File: config.mk
export PLATFORM = sky130hd
export DESIGN_NAME = vmul_seq_ctrl
export DESIGN_NICKNAME = d
export VERILOG_FILES = /design/src/rtl/vmul_pkg.sv /design/src/rtl/vmul_be_gen.sv /design/src/rtl/vmul_seq_ctrl.sv
export SDC_FILE = /design/constraint.sdc
export NUM_CORES = 1
export LEC_CHECK = 0
export BUFFER_PORTS_ARGS = -buffer_cell sky130_fd_sc_hd__buf_4
export CAP_MARGIN = 20
export CELL_PAD_IN_SITES_DETAIL_PLACEMENT = 1
export CELL_PAD_IN_SITES_GLOBAL_PLACEMENT = 2
export CORE_MARGIN = 2
export CORE_UTILIZATION = 34
export DETAILED_ROUTE_END_ITERATION = 8
export PLACE_DENSITY = 0.93
export SYNTH_ARGS = -nofsm -noshare
export SYNTH_HDL_FRONTEND = slang
export SYNTH_SLANG_ARGS = --single-unit
File: constraint.sdc
create_clock -name clk -period 7.95 [get_ports clk]
set_input_delay 0.795 -clock clk [delete_from_list [all_inputs] [get_ports clk]]
set_output_delay 0.795 -clock clk [all_outputs]
set_load 0.02 [all_outputs]
File: src/rtl/vmul_pkg.sv
// rtl/vmul_pkg.sv - shared types and helpers for the vector-multiply sequencer
package vmul_pkg;

   localparam int BYTES_PER_WORD = 4;

   typedef enum logic [1:0] {
      SEW8  = 2'b00,
      SEW16 = 2'b01,
      SEW32 = 2'b10
   } sew_e;

   typedef enum logic [2:0] {
      S_IDLE,
      S_RD,
      S_OPND,
      S_MUL,
      S_WAIT,
      S_WB,
      S_DONE
   } state_e;

   function automatic logic [2:0] sew_bytes(sew_e sew);
      case (sew)
         SEW16:   sew_bytes = 3'd2;
         SEW32:   sew_bytes = 3'd4;
         default: sew_bytes = 3'd1;
      endcase
   endfunction

endpackage

File: src/rtl/vmul_be_gen.sv
// rtl/vmul_be_gen.sv - write byte-enable and last-word generation (VMUL_MASK_EN adds element masking)
module vmul_be_gen
   import vmul_pkg::*;
#(
   parameter int VLEN  = 512,
   parameter int VL_W  = $clog2(VLEN/8) + 1,
   parameter int IDX_W = VL_W
) (
   input  logic [1:0]                sew,
   input  logic [VL_W-1:0]           vl,
   input  logic [IDX_W-1:0]          idx,
`ifdef VMUL_MASK_EN
   input  logic [VLEN/8-1:0]         vmask,
`endif
   output logic [BYTES_PER_WORD-1:0] be,
   output logic                      last_word
);

   localparam int NB_W   = VL_W + 2;
   localparam int REM_W  = $clog2(BYTES_PER_WORD);

   logic [NB_W-1:0]           nbytes;
   logic [NB_W-1:0]           nwords;
   logic [REM_W-1:0]          rem;
   logic [BYTES_PER_WORD-1:0] tail_be;

   assign nbytes    = NB_W'(vl) * NB_W'(sew_bytes(sew_e'(sew)));
   assign nwords    = (nbytes + NB_W'(BYTES_PER_WORD - 1)) >> REM_W;
   assign rem       = nbytes[REM_W-1:0];
   assign last_word = (NB_W'(idx) == nwords - NB_W'(1));
   assign tail_be   = (BYTES_PER_WORD'(1) << rem) - BYTES_PER_WORD'(1);

`ifdef VMUL_MASK_EN
   localparam int EIDX_W = $clog2(VLEN/8);
   logic [EIDX_W-1:0] epos;
`endif

   always_comb begin
      be = (last_word && rem != '0) ? tail_be : '1;
`ifdef VMUL_MASK_EN
      epos = '0;
      // element index of each byte lane: (idx*4 + byte) / element size
      for (int b = 0; b < BYTES_PER_WORD; b++) begin
         epos = EIDX_W'((NB_W'(idx) * NB_W'(BYTES_PER_WORD) + NB_W'(b)) >> sew);
         if (!vmask[epos]) be[b] = 1'b0;
      end
`endif
   end

endmodule

File: src/rtl/vmul_seq_ctrl.sv
// rtl/vmul_seq_ctrl.sv - vector-multiply instruction sequencer over a SEW-packed multiplier lane
// Optional element masking via VMUL_MASK_EN.
module vmul_seq_ctrl
   import vmul_pkg::*;
#(
   parameter int REG_WIDTH = 32,
   parameter int VLEN      = 512,
   parameter int ADDR_W    = 8
) (
   input  logic                     clk,
   input  logic                     reset,
   input  logic                     cmd_valid,
   output logic                     cmd_ready,
   input  logic [1:0]               cmd_sew,
   input  logic [$clog2(VLEN/8):0]  cmd_vl,
   input  logic [ADDR_W-1:0]        cmd_vs1,
   input  logic [ADDR_W-1:0]        cmd_vs2,
   input  logic [ADDR_W-1:0]        cmd_vd,
`ifdef VMUL_MASK_EN
   input  logic [VLEN/8-1:0]        cmd_vmask,
`endif
   output logic [ADDR_W-1:0]        rf_rd_addr_a,
   output logic [ADDR_W-1:0]        rf_rd_addr_b,
   input  logic [REG_WIDTH-1:0]     rf_rd_data_a,
   input  logic [REG_WIDTH-1:0]     rf_rd_data_b,
   output logic                     mul_in_valid,
   input  logic                     mul_in_ready,
   output logic [1:0]               mul_sew,
   output logic [REG_WIDTH-1:0]     mul_a,
   output logic [REG_WIDTH-1:0]     mul_b,
   input  logic                     mul_res_valid,
   input  logic [REG_WIDTH-1:0]     mul_res,
   output logic                     rf_wr_en,
   output logic [ADDR_W-1:0]        rf_wr_addr,
   output logic [REG_WIDTH-1:0]     rf_wr_data,
   output logic [REG_WIDTH/8-1:0]   rf_wr_be,
   output logic                     busy,
   output logic                     done,
   output logic                     err
);

   localparam int VL_W = $clog2(VLEN/8) + 1;
   localparam logic [VL_W-1:0] VLMAX = VL_W'(VLEN/8);

   state_e                 state_q, state_d;
   logic [1:0]             sew_q;
   logic [VL_W-1:0]        vl_q;
   logic [VL_W-1:0]        idx_q;
   logic [ADDR_W-1:0]      vs1_q, vs2_q, vd_q;
   logic                   err_q;
   logic [REG_WIDTH-1:0]   res_q;
   logic [REG_WIDTH/8-1:0] be_raw;
   logic                   last_word;
`ifdef VMUL_MASK_EN
   logic [VLEN/8-1:0]      vmask_q;
`endif

   vmul_be_gen #(
      .VLEN  (VLEN),
      .VL_W  (VL_W),
      .IDX_W (VL_W)
   ) u_be_gen (
      .sew       (sew_q),
      .vl        (vl_q),
      .idx       (idx_q),
`ifdef VMUL_MASK_EN
      .vmask     (vmask_q),
`endif
      .be        (be_raw),
      .last_word (last_word)
   );

   always_ff @(posedge clk or posedge reset) begin
      if (reset) begin
         state_q <= S_IDLE;
         sew_q   <= '0;
         vl_q    <= '0;
         idx_q   <= '0;
         vs1_q   <= '0;
         vs2_q   <= '0;
         vd_q    <= '0;
         err_q   <= 1'b0;
         res_q   <= '0;
         mul_a   <= '0;
         mul_b   <= '0;
`ifdef VMUL_MASK_EN
         vmask_q <= '0;
`endif
      end else begin
         state_q <= state_d;
         case (state_q)
            S_IDLE: begin
               if (cmd_valid) begin
                  sew_q   <= cmd_sew;
                  vl_q    <= (cmd_vl > VLMAX) ? VLMAX : cmd_vl;
                  vs1_q   <= cmd_vs1;
                  vs2_q   <= cmd_vs2;
                  vd_q    <= cmd_vd;
                  err_q   <= (cmd_sew == 2'b11);
                  idx_q   <= '0;
`ifdef VMUL_MASK_EN
                  vmask_q <= cmd_vmask;
`endif
               end
            end
            S_OPND: begin
               mul_a <= rf_rd_data_a;
               mul_b <= rf_rd_data_b;
            end
            S_WAIT: begin
               if (mul_res_valid) res_q <= mul_res;
            end
            S_WB: begin
               if (!last_word) idx_q <= idx_q + VL_W'(1);
            end
            default: ;
         endcase
      end
   end

   always_comb begin
      state_d      = state_q;
      rf_rd_addr_a = '0;
      rf_rd_addr_b = '0;
      mul_in_valid = 1'b0;
      rf_wr_en     = 1'b0;
      rf_wr_addr   = '0;
      rf_wr_data   = '0;
      rf_wr_be     = '0;
      done         = 1'b0;
      err          = 1'b0;
      case (state_q)
         S_IDLE: begin
            if (cmd_valid) begin
               if (cmd_sew == 2'b11 || cmd_vl == '0) state_d = S_DONE;
               else                                  state_d = S_RD;
            end
         end
         S_RD: begin
            rf_rd_addr_a = vs1_q + ADDR_W'(idx_q);
            rf_rd_addr_b = vs2_q + ADDR_W'(idx_q);
            state_d      = S_OPND;
         end
         S_OPND: state_d = S_MUL;
         S_MUL: begin
            mul_in_valid = 1'b1;
            if (mul_in_ready) state_d = S_WAIT;
         end
         S_WAIT: begin
            if (mul_res_valid) state_d = S_WB;
         end
         S_WB: begin
            // a fully masked word still consumed a multiply but is not written
            rf_wr_en   = (be_raw != '0);
            rf_wr_addr = vd_q + ADDR_W'(idx_q);
            rf_wr_data = res_q;
            rf_wr_be   = be_raw;
            state_d    = last_word ? S_DONE : S_RD;
         end
         S_DONE: begin
            done    = 1'b1;
            err     = err_q;
            state_d = S_IDLE;
         end
         default: state_d = S_IDLE;
      endcase
   end

   assign cmd_ready = (state_q == S_IDLE);
   assign busy      = (state_q != S_IDLE);
   assign mul_sew   = sew_q;

endmodule

==> flow_metrics.tcl <==
set metrics [dict create \
    die_y_um 151.8 \
    placement.cell_area_um2 9693 \
    grt-ovfl-total 0 \
    drt_iter0_markers 95 \
    cp_slowest_stage_delay_ns 0.65 \
    async_flop_share 1.000 \
    synth_flop_cell "dfrtp_1" \
    h-tree-depth 4 \
    yosysUniqueCellTypes 55 \
    layout-drive-gt1-share 0.4776 \
    endpoint_kind "output port" \
    syn-instance-count 642 \
    peakVddDrop_mv 0.2170 \
    post-route-drc-count 0 \
    hold_path.class "flip-flop to flip-flop" \
    cts_root_buffer "clkbuf_16" \
    cts_setup_buffers 0 \
    hold_viol 0 \
    synth_edf_count 0 \
    hp-start "err_q" \
    critPathArrivalTime_ns 5.41 \
    fp.dieArea_um2 23030 \
    cpMostUsedCell "ha_1" \
    fin_ws_ns 1.746 \
    grt_pass1_vias 6318 \
    rsz0062_at_grt "false" \
    path_delay_family "adder cells" \
    critPathCapture "rf_wr_be[2]" \
    clock_sinks 140 \
    multiInputGateArea_um2 3706 \
    grt_pass1_wl_um 34580 \
    setup_violations 0 \
    r2r_slack_ns 2.98 \
    syn_area_um2 7423 \
    fill_cells 2363 \
    first_pass_iters 4 \
    syn_nets 818 \
    crit_fanout 10 \
    ctsResizeCount 0 \
    period_needed_ns 6.204 \
    tightestPinTransition_ns 0.8494 \
    path_cells "inv_1, ha_1, nand2_1, fa_1, inv_1, ha_1, fa_1, xor2_1, ha_1, nor4_1, o22ai_1, nor4_1, mux2i_1, or2_1, o21a_1, buf_4" \
    synthTopCellsByArea "dfrtp_1 47%, mux2_2 19%, ha_1 5.6%, and3_1 3.3%, fa_1 2.4%" \
    port_buffers 265 \
    final_area_um2 10360 \
    seqCellArea_um2 3503 \
    slew_violations 0 \
    place_congestion 0.7455 \
    critPathRequiredTime_ns 7.15 \
    yosys.area.top_type "dfrtp_1" \
    timing.slew.headroom 0.4337 \
    synth-seq-cells 140 \
    fin_setup_tns_ns 0 \
    tritoncts "yes" \
    start_kind "flip-flop" \
    ant_nets 0 \
    die_x_um 151.8 \
    place_ws_ns 2.127 \
    power_density_nw_per_um2 447.5 \
    wl_per_cell_um 18.80 \
    clk_latency_ns 0.43 \
    clk_path_buf_depth 2 \
    period_share 0.7804 \
    maxCapViolations 0 \
    critPathKind "flip-flop to output port" \
    path_buf_inv 3 \
    avgSynthCellArea_um2 11.56 \
    fin_worst_skew_ns 0.01823 \
    timing.rr.start "mul_sew[0]" \
    cts_made_buffers 17 \
    yosysSeqAreaShare 0.4719 \
    crit_cells 16 \
    track_usage 0.1965 \
    r2r-end "idx_q[1]" \
    clkSlewWorstSetupHoldPaths_ns 0.06 \
    pin_count 266 \
    antenna_found_initial 1 \
    power.leakage_uw 0.005132 \
    rows 54 \
    holdBufCountCts 0 \
    max_freq_mhz 161.2 \
    vias 5903 \
    syn2layout_area_growth_pct 39.52 \
    coreArea_um2 21620 \
    worst_path_max_delay_cell "mux2i_1" \
    status "finished clean" \
    finalWirelength_um 22480 \
    p_total_uw 4635 \
    yosysWarnings 0 \
    yosysTopAreaCellShare 0.4719 \
    nNetsFinal 1078 \
    initial_core_util 0.3433 \
    critPathLaunch "mul_sew[0]" \
    avgViaCountPerCell 4.936 \
    r2r_cells 15 \
    grt_max_degree 89 \
    whs_ns 0.4912 \
    place_hpwl_um 17010 \
]
placed cells by master (no fill, tap or decap), drive strengths merged, types with 3 or more instances in the layout:
cell | netlist | final
o31ai | 3 | 3
a21o | 4 | 4
clkbuf | 28 | 17
mux2i | 6 | 6
nand3 | 5 | 5
nand2b | 8 | 8
ha | 33 | 33
xnor2 | 19 | 19
dfrtp | 140 | 140
mux2 | 123 | 123
bufinv | 0 | 3
nand4 | 3 | 3
and3 | 39 | 39
nor4 | 3 | 3
xor2 | 12 | 12
fa | 9 | 9
inv | 27 | 37
o21bai | 11 | 11
nor2 | 36 | 36
and2 | 6 | 6
nor3b | 3 | 3
o21ai | 20 | 20
nand2 | 40 | 40
o21a | 3 | 3
a21oi | 21 | 21
nor3 | 7 | 7
buf | 2 | 271
per-stage QoR:
stage	std cells	utilization
4_1_cts	1194	0.4780
6_report	1196	0.4791
3_3_place_gp	1162	0.4483
2_1_floorplan	642	-
3_5_place_dp	1162	0.4483
5_1_grt	1195	0.4789
Yosys cell counts (2+ instances only):
cell type and instances:
or3_1 2, nor2_1 35, nor3b_1 3, dfrtp_1 140
o31a_1 2, nand2_1 40, nor3_1 7, o31ai_1 3
nor4_1 3, a21oi_1 21, o21ai_1 2, o21bai_1 10
o21a_1 3, o21ai_0 18, clkbuf_1 28, and2_1 6
a21o_1 4, inv_1 27, fa_1 9, nand4_1 3
xor2_1 12, mux2_2 123, nand2b_1 8, mux2i_1 6
xnor2_1 19, and3_1 39, buf_6 2, or2_1 2
nor2b_1 2, a211oi_1 2, nand3_1 5, ha_1 33
sequential cells by signal (all words and copies together), names as in the netlist:
register,flops
res_q,32
state_q,3
mul_sew,2
idx_q,7
mul_a,32
vs2_q,8
vl_q,7
mul_b,32
vd_q,8
err_q,1
vs1_q,8
cell families after synthesis:
| group | count (synthesis) | share of synthesized area |
|---|---|---|
| xor+xnor | 31 | 0.03658 |
| flops | 140 | 0.4719 |
| buf+inv | 57 | 0.03084 |
| mux | 129 | 0.1947 |
| simple gates | 162 | 0.1123 |
| compound gates | 81 | 0.07383 |
| fa+ha+maj | 42 | 0.07989 |
report_power, final:
group / total, µW / leakage [µW] / switching, µW / internal (µW)
Sequential: 1320 / 0.00169 / 257 / 1070
Clock: 881 / 0.000313 / 367 / 514
Combinational: 2430 / 0.00312 / 1270 / 1160
worst min-delay path: stages (launching register included):
cell,delay [ns]
dfrtp_1,0.34
nand2_1,0.05
o21ai_0,0.06
layout make-up:
cell class,count,share of cell area
sequential,140,0.3382
timing repair buffer,271,0.1976
antenna,1,0.0002416
multi-input combinational,445,0.3578
clock buffer,17,0.04107
inverter,27,0.01027
clock inverter,15,0.02090
tap,280,0.03382
worst min path at each step:
| stage | endpoint | cells after the start |
|---|---|---|
| global route | res_q[2] | 1 |
| detailed placement | err_q | 2 |
| global placement | err_q | 2 |
| CTS | err_q | 2 |
| floorplan | err_q | 2 |
| finish | err_q | 2 |
layer usage:
layer  global-route usage  wire, µm
met3              0.07246      1616
met4              0.04630       187
met5                    0         0
met2               0.3489     11830
met1               0.2247      8848
No activity file was read; power rests on OpenSTA's default activity.
